### config.mk
export PLATFORM = sky130hd
export DESIGN_NAME = shift_unit
export DESIGN_NICKNAME = d
export VERILOG_FILES = /design/src/rtl/shift_pkg.sv /design/src/rtl/shift_level.sv /design/src/rtl/shift_unit.sv
export SDC_FILE = /design/constraint.sdc
export NUM_CORES = 1
export LEC_CHECK = 0
export CORE_MARGIN = 2
export CORE_UTILIZATION = 55
export DETAILED_ROUTE_END_ITERATION = 7
export PLACE_DENSITY_LB_ADDON = 0.05
export SLEW_MARGIN = 20
export SYNTH_ARGS = -nofsm -noshare
export SYNTH_HDL_FRONTEND = slang
export SYNTH_SLANG_ARGS = --single-unit
### constraint.sdc
create_clock -name clock -period 3.2 [get_ports clock]
set_clock_uncertainty 0.15 [all_clocks]
set_input_delay 0.48 -clock clock [delete_from_list [all_inputs] [get_ports clock]]
set_output_delay 0.48 -clock clock [all_outputs]
set_load 0.02 [all_outputs]
### src/rtl/shift_pkg.sv
// Shared definitions for the shift unit: the 2-bit mode encoding that the ALU
// decoder also drives onto in_mode.
package shift_pkg;

    typedef enum logic [1:0] {
        SHIFT_SLL = 2'b00,
        SHIFT_SRL = 2'b01,
        SHIFT_SRA = 2'b10,
        SHIFT_ROR = 2'b11
    } shift_mode_e;

endpackage : shift_pkg

### src/rtl/shift_level.sv
// One level of the logarithmic shifter: conditionally moves the word by DIST
// bit positions in the direction and with the fill selected by mode.
module shift_level
    import shift_pkg::*;
#(
    parameter int WIDTH = 32,
    parameter int DIST  = 1
) (
    input  logic [WIDTH-1:0] in_data,
    input  logic             en,
    input  shift_mode_e      mode,
    input  logic             sign,
    output logic [WIDTH-1:0] out_data
);

    // NOTE: out_data gets a default before any branch so no path leaves it
    // unassigned; that is what keeps combinational blocks free of latches.
    always_comb begin
        out_data = in_data;
        if (en) begin
            case (mode)
                SHIFT_SLL: out_data = {in_data[WIDTH-DIST-1:0], {DIST{1'b0}}};
                SHIFT_SRL: out_data = {{DIST{1'b0}}, in_data[WIDTH-1:DIST]};
                SHIFT_SRA: out_data = {{DIST{sign}}, in_data[WIDTH-1:DIST]};
                SHIFT_ROR: out_data = {in_data[DIST-1:0], in_data[WIDTH-1:DIST]};
                default:   out_data = in_data;
            endcase
        end
    end

endmodule : shift_level

### src/rtl/shift_unit.sv
// Two-stage pipelined barrel shifter (SLL/SRL/SRA/ROR) with valid/ready
// handshakes on both sides and a tag carried alongside each operation.
module shift_unit
    import shift_pkg::*;
#(
    parameter int  WIDTH = 32,
    parameter int  TAG_W = 5,
    localparam int SHW   = $clog2(WIDTH)
) (
    input  logic             clock,
    input  logic             reset_n,
    input  logic             in_valid,
    output logic             in_ready,
    input  logic [WIDTH-1:0] in_data,
    input  logic [SHW-1:0]   in_shamt,
    input  logic [1:0]       in_mode,
    input  logic [TAG_W-1:0] in_tag,
    output logic             out_valid,
    input  logic             out_ready,
    output logic [WIDTH-1:0] out_data,
    output logic [TAG_W-1:0] out_tag,
    output logic             out_zero
);

    // Stage 1 resolves the low half of the levels, stage 2 the rest.
    localparam int L1 = (SHW + 1) / 2;
    localparam int L2 = SHW - L1;

    shift_mode_e in_mode_e;
    assign in_mode_e = shift_mode_e'(in_mode);

    logic             s1_valid_q, s1_valid_d;
    logic [WIDTH-1:0] s1_data_q,  s1_data_d;
    logic [L2-1:0]    s1_shamt_q, s1_shamt_d;
    shift_mode_e      s1_mode_q,  s1_mode_d;
    logic             s1_sign_q,  s1_sign_d;
    logic [TAG_W-1:0] s1_tag_q,   s1_tag_d;

    logic             s2_valid_q, s2_valid_d;
    logic [WIDTH-1:0] s2_data_q,  s2_data_d;
    logic [TAG_W-1:0] s2_tag_q,   s2_tag_d;
    logic             s2_zero_q,  s2_zero_d;

    logic             s1_load, s2_load;

    logic [WIDTH-1:0] s1_chain [0:L1];
    logic [WIDTH-1:0] s2_chain [0:L2];

    assign s1_chain[0] = in_data;
    for (genvar i = 0; i < L1; i++) begin : g_stage1
        shift_level #(.WIDTH(WIDTH), .DIST(1 << i)) u_level (
            .in_data  (s1_chain[i]),
            .en       (in_shamt[i]),
            .mode     (in_mode_e),
            .sign     (in_data[WIDTH-1]),
            .out_data (s1_chain[i+1])
        );
    end

    // The captured operand sign drives SRA fill, since the partial result's
    // MSB is not the operand's sign once ROR/SRL levels have run.
    assign s2_chain[0] = s1_data_q;
    for (genvar i = 0; i < L2; i++) begin : g_stage2
        shift_level #(.WIDTH(WIDTH), .DIST(1 << (L1 + i))) u_level (
            .in_data  (s2_chain[i]),
            .en       (s1_shamt_q[i]),
            .mode     (s1_mode_q),
            .sign     (s1_sign_q),
            .out_data (s2_chain[i+1])
        );
    end

    always_comb begin
        s2_load    = !s2_valid_q || out_ready;
        s1_load    = !s1_valid_q || s2_load;

        s1_valid_d = s1_load ? in_valid   : s1_valid_q;
        s2_valid_d = s2_load ? s1_valid_q : s2_valid_q;

        s1_data_d  = s1_data_q;
        s1_shamt_d = s1_shamt_q;
        s1_mode_d  = s1_mode_q;
        s1_sign_d  = s1_sign_q;
        s1_tag_d   = s1_tag_q;
        if (s1_load && in_valid) begin
            s1_data_d  = s1_chain[L1];
            s1_shamt_d = in_shamt[SHW-1:L1];
            s1_mode_d  = in_mode_e;
            s1_sign_d  = in_data[WIDTH-1];
            s1_tag_d   = in_tag;
        end

        s2_data_d = s2_data_q;
        s2_tag_d  = s2_tag_q;
        s2_zero_d = s2_zero_q;
        if (s2_load && s1_valid_q) begin
            s2_data_d = s2_chain[L2];
            s2_tag_d  = s1_tag_q;
            s2_zero_d = (s2_chain[L2] == '0);
        end
    end

    // NOTE: sequential state uses non-blocking assignments so every flop
    // samples its _d value from before the edge, independent of block order.
    always_ff @(posedge clock or negedge reset_n) begin
        if (!reset_n) begin
            s1_valid_q <= 1'b0;
            s2_valid_q <= 1'b0;
        end else begin
            s1_valid_q <= s1_valid_d;
            s2_valid_q <= s2_valid_d;
        end
    end

    // NOTE: payload flops are deliberately left out of reset; only the valid
    // flags qualify them, so resetting wide data buys nothing.
    always_ff @(posedge clock) begin
        s1_data_q  <= s1_data_d;
        s1_shamt_q <= s1_shamt_d;
        s1_mode_q  <= s1_mode_d;
        s1_sign_q  <= s1_sign_d;
        s1_tag_q   <= s1_tag_d;
        s2_data_q  <= s2_data_d;
        s2_tag_q   <= s2_tag_d;
        s2_zero_q  <= s2_zero_d;
    end

    assign in_ready  = s1_load;
    assign out_valid = s2_valid_q;
    assign out_data  = s2_data_q;
    assign out_tag   = s2_tag_q;
    assign out_zero  = s2_zero_q;

endmodule : shift_unit

==> results of run 1 <==
[final cells by class]
cell class / instances / share of cell area
clock inverters: 5 / 0.006926
well taps: 147 / 0.02263
inverters: 7 / 0.003232
flip-flops and latches: 82 / 0.3017
repair buffers: 142 / 0.1613
multi-input cells: 589 / 0.4756
clock buffers: 11 / 0.02863
[cell usage after synthesis, types with 3 or more instances]
cell	number	area share
nand2_1	81	0.046
edfxtp_1	80	0.36
a21oi_1	70	0.053
nor2_1	65	0.037
o21ai_0	54	0.041
clkbuf_1	43	0.024
a211oi_1	26	0.029
a31oi_1	25	0.023
mux2i_1	23	0.035
mux2_2	19	0.032
buf_1	16	0.0090
nand3_1	16	0.012
nor2b_1	16	0.015
or3b_2	16	0.021
a311oi_1	15	0.020
and3_1	12	0.011
buf_2	12	0.0090
a32oi_1	11	0.014
mux4_2	11	0.037
a2bb2oi_1	10	0.013
nor3b_1	10	0.011
a31o_2	9	0.012
and2_1	8	0.0075
nand2b_1	8	0.0075
o22ai_1	8	0.0075
a211o_1	7	0.0092
o2bb2ai_1	7	0.0092
o221ai_1	6	0.0079
a21o_1	5	0.0056
inv_1	5	0.0028
o21a_1	5	0.0056
a22oi_1	3	0.0034
a311o_1	3	0.0045
buf_6	3	0.0051
nor4_1	3	0.0028
o211ai_1	3	0.0034
o31ai_1	3	0.0034
[per-stage QoR]
step | instance area, um^2 | utilization | setup slack (ns) | hold WS [ns] | cells
after floorplan | 6669 | - | 0.6264 | 0.03441 | 754
after global placement | 7840 | 0.6582 | 0.1645 | 0.2510 | 967
after detailed placement | 7840 | 0.6582 | 0.02546 | 0.2563 | 967
after CTS | 8129 | 0.6825 | 0.1959 | 0.1382 | 983
after global routing | 8129 | 0.6825 | 0.02913 | 0.1421 | 983
final | 8129 | 0.6825 | 0.1378 | 0.1461 | 983
[layer usage]
layer  vias up  routed length (um)  global-route usage
met5         -                   0                   0
met4         0                1063              0.1740
met3        74                1702             0.04606
met2       428               10240              0.5381
met1      3144                8351              0.4296
li1       3064                   -                   -
[placed cells by master, fill, tap and decap left out, types with 5 or more instances in the layout]
cell type and count:
a21o_1 5, mux2_2 19, a211o_1 7, mux2i_1 23
nor3b_1 10, mux4_2 11, o21a_1 5, nand2_1 81
inv_1 5, a32oi_1 11, a311oi_1 15, o22ai_1 8
clkdlybuf4s50_1 85, o2bb2ai_1 7, nand2b_1 8, o21ai_0 54
nand3_1 16, a2bb2oi_1 10, a31oi_1 25, or3b_2 16
and3_1 12, a31o_2 9, o221ai_1 6, nor2b_1 16
and2_1 7, clkbuf_16 9, a21oi_1 70, buf_4 52
a211oi_1 26, nor2_1 65, edfxtp_1 80
[worst max-delay path: stages (launching register included)]
cell      delay [ns]
edfxtp_1        0.75
buf_4           0.36
mux2_2          0.38
a21oi_1         0.15
a32oi_1         0.10
nor4_1          0.39
buf_4           0.20
and4b_1         0.19
nor4b_2         0.21
[power groups by stage]
stage / sequential [W] / clock, W / combinational, W
detailed placement: 0.00142 / 0 / 0.00106
global route: 0.00141 / 0.00107 / 0.00116
global placement: 0.00142 / 0 / 0.00104
CTS: 0.00140 / 0.00103 / 0.00106
floorplan: 0.00145 / 0 / 0.000601
finish: 0.00140 / 0.00101 / 0.00108
[path summary, 6_finish.rpt]
check / end / startpoint / slack (ns)
worst min register to register: out_tag[4] / s1_tag_q[4] / 0.27
max in group asynchronous: out_valid / reset_n / 2.64
worst min-delay path: s1_valid_q / reset_n / 0.15
worst max-delay path: out_zero / s1_mode_q[0] / 0.14
min in group clock: out_tag[4] / s1_tag_q[4] / 0.27
worst max register to register: out_zero / s1_mode_q[0] / 0.14
[logic make-up after synthesis]
family	after synthesis
flops	82
buf+inv	83
simple gates	249
xor+xnor	2
mux	53
compound gates	285
[registers in the layout (all words and copies together), names as in the netlist]
name and count:
out_data 32, out_tag 5, out_valid 1, out_zero 1, s1_data_q 32, s1_mode_q 2
s1_shamt_q 2, s1_sign_q 1, s1_tag_q 5, s1_valid_q 1
==> reports/qor.txt, run 1 <==
LOGIC SYNTHESIS
-------------------------------------------------------------------------------
Adder and majority cell fraction of the synthesized area                      0
Most used flip-flop cell after synthesis                               edfxtp_1
Post-synthesis mux area share                                            0.1038
Async set-or-reset flop fraction in the synthesized netlist             0.02439
EDFF count, synth                                                            80
Compound-Gate Fraction of Synth Area                                     0.2857
Synthesized area per cell                                            8.845 um^2
XOR/XNOR Fraction of Synth Area                                        0.002627
Sequential-to-total area share from yosys stat                           0.3677
Yosys warning count                                                           0
Synthesis-stage register bit count                                           82
Cell area after synthesis                                          0.006669 mm^2
Post-synthesis instance total                                               754
Post-synth cell types                                                        66
Simple-gate area share of the yosys netlist                              0.1867
Largest family of logic cells by synthesized area                  compound AO/OA/AOI/OAI gates
Synthesized Nets                                                            802

CRITICAL PATH
-------------------------------------------------------------------------------
Worst path required time                                                3.21 ns
Crit. End Element                                                      register
Depth of the most critical reg-to-reg path                                    8
Crit Path Category                                                 register to register
Arrival time reported for the critical path endpoint                    3.07 ns
Critical Path Start Type                                               register
Critical path fanouts, max                                                   22

STA
-------------------------------------------------------------------------------
Final hold violation count                                                    0
Achievable frequency                                                 0.3266 GHz
Post-route setup TNS                                                       0 ns
Period minus WS final                                                  3.062 ns
Final period utilization                                                 0.9569
Slew HR                                                                  0.5643
Final-report max-slew violation count                                         0
Setup repair after global routing missed its margin                          no
Actual transition at the worst max-transition pin                     0.6492 ns
Number of endpoints failing setup at the final stage                          0

CTS
-------------------------------------------------------------------------------
Post-CTS Setup Repair Bufs                                                    0
Root cell of the clock tree                                           clkbuf_16
Cts bufs inserted                                                             9
Post-cts repair resize count                                                  0
Clock Pin Slew Worst Setup and Hold Paths                               0.06 ns
Maximum clock insertion buffer count                                          2
Total number of H-tree levels                                                 3
TritonCTS clock tree                                                      built
Number of hold buffers added after CTS                                        0
Clock network latency to the later pin of the worst-skew pair           0.34 ns
Clk sinks                                                                    82

DETAILED ROUTING
-------------------------------------------------------------------------------
Detailed-route wire length per cell                                    21.73 um
Number of remaining DRC errors                                                0
Routed vias                                                                6710
Drt pass-1 iters                                                              5
Vias per cell                                                             6.826
Number of DRC markers after the initial detailed-route iteration            807
Detailed-route wire length                                             21360 um
Antenna-violating nets left                                                   0

MIN PATH
-------------------------------------------------------------------------------
Worst Hold Class                                                   input port to async pin

POWER AND IR DROP
-------------------------------------------------------------------------------
Cell Pwr Density                                                   430.0 mW/mm^2
Leakage                                                                2.913 nW
Cell Int Power                                                       0.002392 W
Switching power                                                      0.001103 W
Comb pwr share                                                            0.309
Power consumption                                                    0.003495 W
Share of total power consumed by net switching                           0.3157
Clock group share of total power                                          0.290
Flop pwr share                                                            0.401
Maximum vdd ir drop                                                   0.3030 mV

PLACE
-------------------------------------------------------------------------------
Detailed-placement wirelength estimate                                 15940 um
Port Buffer Count                                                            87
Final GP Congestion                                                       1.002

GRT
-------------------------------------------------------------------------------
Wire length of the first global-routing pass                           33240 um
Pin count of the biggest net entering global routing                         48
Number of global-route vias before repair                                  6171
Overall global routing resource usage                                    0.3302
Overall overflow remaining after global route                                 0
Initial antenna violation count                                               0

FINISH
-------------------------------------------------------------------------------
Footprint of the flip-flops and latches                            0.002452 mm^2
Fraction of layout instances using a drive strength above 1              0.1603
Area occupied by multi-input gates                                 0.003866 mm^2
Ant diodes                                                                    0
Filler cell count in the final layout                                       984
Fin nets                                                                    879
Area delta synth->final                                                  21.89%

FLOORPLANNING
-------------------------------------------------------------------------------
Initial Utilization                                                      0.5599
Die outline width                                                      114.1 um
Die ar.                                                            0.01302 mm^2
Top Ports                                                                    88
Standard cell core area                                            0.01191 mm^2
Number of rows created at floorplan                                          40
Die outline height                                                     114.1 um

FLOW RUN
-------------------------------------------------------------------------------
Max-cap violation count                                                       0

OUTCOME
-------------------------------------------------------------------------------
Outcome                                                               completed

(Power assumes the default switching activity.)
==> run 2: changes to the inputs <==
Settings changed: PLACE_DENSITY set to 0.81, PLACE_DENSITY_LB_ADDON 0.05 to unset.
==> run 2 against run 1 <==
  * Count of clock-buffer cells in the layout shrank 2
  * Worst setup slack improved by 0.050 ns
  * Register-to-register slack better by 0.05 ns
  * Cell area grew 0.89%
  * Cell count rose by 0.10%
  * Power increased by 1.6%
  * Critical path type unchanged
  * Largest cell class unchanged
  * Largest power group unchanged
==> reports/qor.txt, run 2 (synthesis results as in run 1) <==
OUTCOME
-------------------------------------------------------------------------------------
Outcome                                                                     completed

FLOORPLANNING
-------------------------------------------------------------------------------------
Top Ports                                                                          88   unchanged
Number of rows created at floorplan                                                40   unchanged
Die outline height                                                           114.1 um   unchanged
Initial Utilization                                                            0.5599   unchanged
Standard cell core area                                                  0.01191 mm^2   unchanged
Die ar.                                                                  0.01302 mm^2   unchanged
Die outline width                                                            114.1 um   unchanged

FLOW RUN
-------------------------------------------------------------------------------------
Max-cap violation count                                                             0   unchanged

DETAILED ROUTING
-------------------------------------------------------------------------------------
Detailed-route wire length                                                   22350 um   +4.7%
Vias per cell                                                                   6.946   +1.8%
Detailed-route wire length per cell                                          22.72 um   +4.5%
Number of DRC markers after the initial detailed-route iteration                 1001   +24%
Antenna-violating nets left                                                         0   unchanged
Number of remaining DRC errors                                                      0   unchanged
Drt pass-1 iters                                                                    7   +2
Routed vias                                                                      6835   +1.9%

GRT
-------------------------------------------------------------------------------------
Pin count of the biggest net entering global routing                               44   -8.3%
Initial antenna violation count                                                     0   unchanged
Wire length of the first global-routing pass                                 35150 um   +5.7%
Overall overflow remaining after global route                                       0   unchanged
Number of global-route vias before repair                                        6315   +2.3%
Overall global routing resource usage                                          0.3520   +0.02180

POWER AND IR DROP
-------------------------------------------------------------------------------------
Leakage                                                                      2.945 nW   +1.1%
Power consumption                                                          0.003550 W   +1.6%
Maximum vdd ir drop                                                         0.2782 mV   -8.2%
Cell Pwr Density                                                         432.9 mW/mm^2   +0.68%

PLACE
-------------------------------------------------------------------------------------
Number of instances in the placed design                                          968   +0.10%
Final GP Congestion                                                             1.009   +0.73%
Detailed-placement wirelength estimate                                       16770 um   +5.2%
Port Buffer Count                                                                  87   unchanged

CRITICAL PATH
-------------------------------------------------------------------------------------
Arrival time reported for the critical path endpoint                          3.05 ns   -0.02 ns
Depth of the most critical reg-to-reg path                                          7   -1
Critical Path Start Type                                                     register
Critical path fanouts, max                                                         27   +23%
R2r startpoint                                                           s1_mode_q[0]
Worst path required time                                                      3.24 ns   +0.03 ns
Critical path destination                                                    out_zero
Internal reg-to-reg setup slack                                               0.19 ns   +0.05 ns
Crit path from                                                           s1_mode_q[0]
Crit Path Category                                                       register to register
Crit. End Element                                                            register
Worst flop-to-flop path endpoint                                             out_zero

STA
-------------------------------------------------------------------------------------
Final hold violation count                                                          0   unchanged
Final-report max-slew violation count                                               0   unchanged
Achievable frequency                                                       0.3320 GHz   +1.7%
Worst hold slack after final layout                                         0.1328 ns   -0.01328 ns
Actual transition at the worst max-transition pin                           0.7145 ns   +0.06530 ns
Period minus WS final                                                        3.012 ns   -0.05013 ns
Post-route setup TNS                                                             0 ns   unchanged
Number of endpoints failing setup at the final stage                                0   unchanged
Slew HR                                                                        0.5237   -0.04060
Final period utilization                                                       0.9413   -0.01567
Setup repair after global routing missed its margin                                no

CTS
-------------------------------------------------------------------------------------
Clk sinks                                                                          82   unchanged
Maximum clock insertion buffer count                                                2   unchanged
Clock Pin Slew Worst Setup and Hold Paths                                     0.07 ns   about the same
Number of hold buffers added after CTS                                              0   unchanged
Total number of H-tree levels                                                       3   unchanged
Clock network latency to the later pin of the worst-skew pair                 0.35 ns   about the same
Post-CTS Setup Repair Bufs                                                          0   unchanged
Cts bufs inserted                                                                   9   unchanged
Root cell of the clock tree                                                 clkbuf_16
Post-cts repair resize count                                                        0   unchanged
TritonCTS clock tree                                                            built

MIN PATH
-------------------------------------------------------------------------------------
Worst Hold Class                                                         input port to async pin

FINISH
-------------------------------------------------------------------------------------
Area delta synth->final                                                        22.98%
Fraction of layout instances using a drive strength above 1                    0.1637   +0.003393
Ant diodes                                                                          0   unchanged
Filler cell count in the final layout                                             985   +0.10%
Fin nets                                                                          880   +0.11%
Most frequent standard cell in the layout excluding fill and tap cells   clkdlybuf4s50_1
Most frequent cells in the layout                                        clkdlybuf4s50_1, nand2_1, edfxtp_1
Number of cells in the finished layout apart from fillers                         984   +0.10%

-- run 2: stage by stage --
stage	setup WS [ns]	instance area [um^2]	util
after floorplan	0.6264	6669	-
after global placement	0.05842	7898	0.6630
after detailed placement	-0.06757	7898	0.6630
after CTS	0.2372	8202	0.6886
after global routing	0.08203	8202	0.6886
final	0.1880	8202	0.6886
-- run 2: layout make-up --
| class | count | area, um^2 | area share |
|---|---|---|---|
| sequential | 82 | 2452 | 0.2990 |
| clock inverter | 7 | 78.83 | 0.009611 |
| tap | 147 | 183.9 | 0.02243 |
| timing repair buffer | 143 | 1369 | 0.1669 |
| clock buffer | 9 | 225.2 | 0.02746 |
| multi-input combinational | 589 | 3866 | 0.4714 |
| inverter | 7 | 26.28 | 0.003204 |
-- run 2: worst min path at each step --
| stage | startpoint | to |
|---|---|---|
| floorplan | reset_n | out_valid |
| global placement | s1_tag_q[1] | out_tag[1] |
| detailed placement | s1_tag_q[0] | out_tag[0] |
| CTS | reset_n | s1_valid_q |
| global route | reset_n | s1_valid_q |
| finish | reset_n | s1_valid_q |
-- run 2: worst max-delay path, cell delays in order (launching register included) --
cell	delay [ns]
edfxtp_1	0.76
buf_4	0.40
mux2_2	0.39
a21oi_1	0.16
a32oi_1	0.14
nor4_1	0.40
and4b_1	0.27
nor4b_2	0.18
-- run 2: report_power, final --
group | internal [W] | switching, W
Sequential | 0.00132 | 0.0000848
Clock | 0.000558 | 0.000493
Combinational | 0.000477 | 0.000619
-- run 2: metal layers --
layer | global-route usage | vias up | routed length, um
met2 | 0.5718 | 464 | 10490
met1 | 0.4539 | 3190 | 8661
li1 | - | 3077 | -
met5 | 0 | - | 0
met3 | 0.06511 | 104 | 2014
met4 | 0.1740 | 0 | 1193
